File: src/rtl/arq_ctrl.sv
// arq_ctrl: stop-and-wait ARQ sequencer that grants frames, waits for ACK/NAK,
// and schedules bounded retransmissions of the buffered frame.
module arq_ctrl #(
   parameter int TIMEOUT_CYCLES = 1024,
   parameter int MAX_RETRIES    = 3
) (
   input  logic       i_clk,
   input  logic       i_rst,
   input  logic       i_arq_en,
   input  logic       i_retrans_en,
   input  logic       i_frame_req,
   input  logic       i_frame_done,
   input  logic       i_ack,
   input  logic       i_ack_seq,
   input  logic       i_nak,
   output logic       o_frame_grant,
   output logic       o_retrans,
   output logic       o_retrans_wait,
   output logic       o_seq,
   output logic       o_frame_ok,
   output logic       o_frame_drop,
   output logic [2:0] o_retry_cnt,
   output logic [2:0] o_state
);
   typedef enum logic [2:0] {IDLE = 3'd0, SEND = 3'd1, WAIT = 3'd2, RESEND = 3'd3} state_t;
   localparam logic [15:0] TO_LAST   = 16'(TIMEOUT_CYCLES - 1);
   localparam logic [2:0]  RETRY_MAX = 3'(MAX_RETRIES);
   state_t      state, state_nx;
   logic [15:0] timer, timer_nx;
   logic [2:0]  retry_nx;
   logic        seq_nx, grant_nx, retrans_nx, ok_nx, drop_nx, ack_hit, fail;
   assign ack_hit = i_ack && (i_ack_seq == o_seq);
   assign fail    = i_nak || (timer == TO_LAST);
   assign o_state = state;
   always_comb begin
      state_nx   = state;
      timer_nx   = timer;
      retry_nx   = o_retry_cnt;
      seq_nx     = o_seq;
      grant_nx   = 1'b0;
      retrans_nx = 1'b0;
      ok_nx      = 1'b0;
      drop_nx    = 1'b0;
      case (state)
         IDLE: if (i_frame_req) begin
            grant_nx = 1'b1;
            retry_nx = '0;
            state_nx = SEND;
         end
         SEND: if (i_frame_done) begin
            if (i_arq_en) begin
               timer_nx = '0;
               state_nx = WAIT;
            end else begin
               ok_nx    = 1'b1;
               seq_nx   = ~o_seq;
               state_nx = IDLE;
            end
         end
         WAIT: begin
            timer_nx = (timer == 16'hFFFF) ? timer : timer + 16'd1;
            // a matching ACK wins over a NAK or timeout in the same cycle
            if (ack_hit) begin
               ok_nx    = 1'b1;
               seq_nx   = ~o_seq;
               state_nx = IDLE;
            end else if (fail) begin
               if (o_retry_cnt == RETRY_MAX) begin
                  drop_nx  = 1'b1;
                  seq_nx   = ~o_seq;
                  state_nx = IDLE;
               end else begin
                  retry_nx = o_retry_cnt + 3'd1;
                  state_nx = RESEND;
               end
            end
         end
         RESEND: if (i_retrans_en) begin
            retrans_nx = 1'b1;
            state_nx   = SEND;
         end
         default: state_nx = IDLE;
      endcase
   end
   always_ff @(posedge i_clk or negedge i_rst) begin
      if (!i_rst) begin
         state          <= IDLE;
         timer          <= '0;
         o_frame_grant  <= 1'b0;
         o_retrans      <= 1'b0;
         o_retrans_wait <= 1'b0;
         o_seq          <= 1'b0;
         o_frame_ok     <= 1'b0;
         o_frame_drop   <= 1'b0;
         o_retry_cnt    <= '0;
      end else begin
         state          <= state_nx;
         timer          <= timer_nx;
         o_frame_grant  <= grant_nx;
         o_retrans      <= retrans_nx;
         o_retrans_wait <= (state_nx == WAIT) || (state_nx == RESEND);
         o_seq          <= seq_nx;
         o_frame_ok     <= ok_nx;
         o_frame_drop   <= drop_nx;
         o_retry_cnt    <= retry_nx;
      end
   end
endmodule
File: config.mk
export PLATFORM = sky130hd
export DESIGN_NAME = arq_ctrl
export DESIGN_NICKNAME = d
export VERILOG_FILES = /design/src/rtl/arq_ctrl.sv
export SDC_FILE = /design/constraint.sdc
export NUM_CORES = 1
export LEC_CHECK = 0
export ABC_AREA = 1
export CAP_MARGIN = 10
export CORE_MARGIN = 4
export CORE_UTILIZATION = 45
export CTS_CLUSTER_DIAMETER = 60
export CTS_CLUSTER_SIZE = 16
export DETAILED_ROUTE_END_ITERATION = 10
export GPL_ROUTABILITY_DRIVEN = 0
export HOLD_SLACK_MARGIN = 0.05
export PLACE_DENSITY_LB_ADDON = 0.12
export SLEW_MARGIN = 30
export SYNTH_ARGS = -nofsm -noshare
export SYNTH_HDL_FRONTEND = slang
export SYNTH_SLANG_ARGS = --single-unit
File: constraint.sdc
create_clock -name i_clk -period 2.48 [get_ports i_clk]
set_input_delay 0.62 -clock i_clk [delete_from_list [all_inputs] [get_ports i_clk]]
set_output_delay 0.62 -clock i_clk [all_outputs]
set_load 0.02 [all_outputs]
==> flow_summary.ini <==
[synthesis]
yosysWarnings = 0
synth.avg_cell_area_um2 = 7.09
syn_area_um2 = 1690
synth_nets = 250
ys.flop_type = dfrtp_1
postSynthCellCount = 238
synthTopCellsByArea = dfrtp_1 42%, nand2_1 17%, nand3_1 8.6%
synth.largest_area_cell = dfrtp_1
ys_async_sr_fraction = 1.00
synth_edf_count = 0
yosys_register_bits = 28
ys_seq_area_frac = 0.415
synth_cell_type_count = 26
synth.top_cell.area_share = 0.415

[cts]
cts.sinks = 28
post_cts_resized = 0
cts_max_level = 1
numCtsBuffers = 3
cts_buffer_depth = 2
clock_latency_ps = 280
cts_tree = done
cts_root_buffer = clkbuf_8
post_cts_buffers = 0
clk_pin_slew_worst_paths_ps = 100
hold_buffers = 0

[setup_path]
worst_path_max_delay_cell = clkdlybuf4s50_1
critPathKind = flop to primary output
required_ps = 1860
cpPeakStageDelay_ps = 630
r2r_start = timer[0]
start_kind = flop
critPathMaxFanout = 5
cp-end-kind = primary output
cp.depth = 1
cp-endpoint = o_state[2]
crit_chain = clkdlybuf4s50_1
r2r_slack_ps = 640
cp-startpoint = o_state[2]
critical_path_buf_inv_count = 1
cp_top_family = buffers and inverters
rr_worst_depth = 10
crit_arrival_ps = 1320
r2r-end = timer[7]

[floorplan]
core-area_um2 = 3470
num_rows = 21
die_x_um = 69.2
dieArea_um2 = 4790
io-pin-count = 21
die_y_um = 69.2
initial_utilization = 0.486

[placed_design]
post-dp-hpwl_um = 2710
place_inst = 303
portBuffers = 20

[timing]
holdWs_ps = 513
slew_headroom = 0.667
finalHoldViolCount = 0
final_max_slew_viol_count = 0
tightest_slew_ps = 496
min_period_ps = 1940
fin_tns_setup_ps = 0
finalSetupViolations = 0
rsz0062_at_grt = false
final.setup_skew_ps = 7.15
fmax_mhz = 517
fin_crit_sh = 0.781

[final_layout]
fin_cells = 307
syn2layout_area_growth_pct = 18.0
diodes = 0
drive_above_1_share = 0.0690
nets = 274
n_fill_cell = 358

[power_and_ir_drop]
swShare = 0.319
p_int_w = 0.000777
pwr-share-clk = 0.257
combPwrFrac = 0.211
p_leak_nw = 0.951
ir_drop_mv = 0.225
power_density_nw_per_um2 = 573
p_switching_w = 0.000363
power_frac_seq = 0.532
power.total_w = 0.00114

[grt]
globalRouteTotalUtil = 0.161
grt_pass1_wl_um = 6360
grt_pass1_vias = 1408
overflow = 0
grt_start_max_net_pins = 29
antenna_found_initial = 0

[routing]
vias = 1538
drc = 0
wl_per_cell_um = 11.9
drtPass1Iterations = 4
via_per_inst = 5.01
routed_wl_um = 3640
drt_iter0_drc = 116
antenna_left = 0

[status]
status = complete, no violations

[flow_run]
timing.max_cap.violations = 0

[min_path]
hold_path.class = flop to flop
layout by cell type, fill, tap and decap left out, drive strengths merged:
| master | Yosys | layout |
|---|---|---|
| buf | 4 | 3 |
| conb | 1 | 1 |
| ha | 3 | 3 |
| clkbuf | 0 | 4 |
| xor2 | 4 | 4 |
| o21a | 1 | 1 |
| dfrtp | 28 | 28 |
| nand3 | 30 | 30 |
| a31o | 1 | 1 |
| o21ai | 13 | 13 |
| o32ai | 1 | 1 |
| xnor2 | 1 | 1 |
| clkdlybuf4s50 | 0 | 20 |
| nand2 | 79 | 79 |
| nor3 | 5 | 5 |
| nand4 | 5 | 5 |
| inv | 30 | 30 |
| or2 | 2 | 2 |
| nor2 | 28 | 28 |
| nand3b | 1 | 1 |
| nor4 | 1 | 1 |
layer usage:
metal  GRT usage  wire (um)  vias up
met5           0          0        -
met4      0.0521         49        0
met3      0.0217        194        4
met2       0.244       1590       29
met1       0.237       1810      700
li1            -          -      805
cells by family after synthesis:
| kind of cell | Yosys count | synth area share |
|---|---|---|
| simple gates | 151 | 0.388 |
| flops | 28 | 0.415 |
| fa+ha+maj | 3 | 0.0223 |
| compound gates | 16 | 0.0601 |
| other cells | 1 | 0.00222 |
| buf+inv | 34 | 0.0861 |
| xor+xnor | 5 | 0.0260 |
cell type report:
type | count | area [um2] | share of cell area
Timing Repair Buffer | 23 | 223 | 0.112
Clock buffer | 4 | 55.1 | 0.0277
Multi-Input combinational cell | 176 | 841 | 0.423
Sequential cell | 28 | 701 | 0.352
Tap cell | 46 | 57.6 | 0.0289
Inverter | 30 | 113 | 0.0566
power by group through the flow:
stage	Sequential, W	Clock (W)	Combinational (W)
6_report	0.000606	0.000294	0.000240
5_1_grt	0.000618	0.000318	0.000273
4_1_cts	0.000605	0.000300	0.000244
3_5_place_dp	0.000614	0	0.000242
3_3_place_gp	0.000612	0	0.000238
2_1_floorplan	0.000611	0	0.000151
registers in the layout, summed over array words and instances (netlist names):
name,count
timer,16
o_retry_cnt,3
o_state,3
o_frame_drop,1
o_frame_grant,1
o_frame_ok,1
o_retrans,1
o_retrans_wait,1
o_seq,1
how the worst min path moves through the flow:
stage                   startpoint              to  slack (ps)  cells after the start
finish              o_retry_cnt[2]  o_retry_cnt[2]         510                      2
global route            o_state[2]       o_retrans         540                      1
CTS                 o_retry_cnt[2]  o_retry_cnt[2]         520                      2
detailed placement  o_retry_cnt[2]  o_retry_cnt[2]         490                      2
global placement    o_retry_cnt[2]  o_retry_cnt[2]         490                      2
floorplan                    i_rst    o_frame_drop         320                      0
cells in the mapped netlist (2+ instances only):
| cell | n |
|---|---|
| nand2_1 | 77 |
| inv_1 | 30 |
| nand3_1 | 29 |
| dfrtp_1 | 28 |
| nor2_1 | 26 |
| o21ai_0 | 7 |
| nand4_1 | 5 |
| nor3_1 | 5 |
| xor2_1 | 4 |
| ha_1 | 3 |
| o21ai_1 | 3 |
| o21ai_2 | 3 |
| buf_2 | 2 |
| buf_6 | 2 |
| nor2_2 | 2 |
| or2_2 | 2 |
metrics by stage:
stage | setup WS [ps] | util | instance area, um2
after global routing | 401 | 0.574 | 1990
after detailed placement | 571 | 0.558 | 1930
after floorplan | 912 | - | 1690
after global placement | 601 | 0.558 | 1930
final | 544 | 0.574 | 1990
after CTS | 537 | 0.574 | 1990
Note: power is estimated with default switching activity, not from simulation.
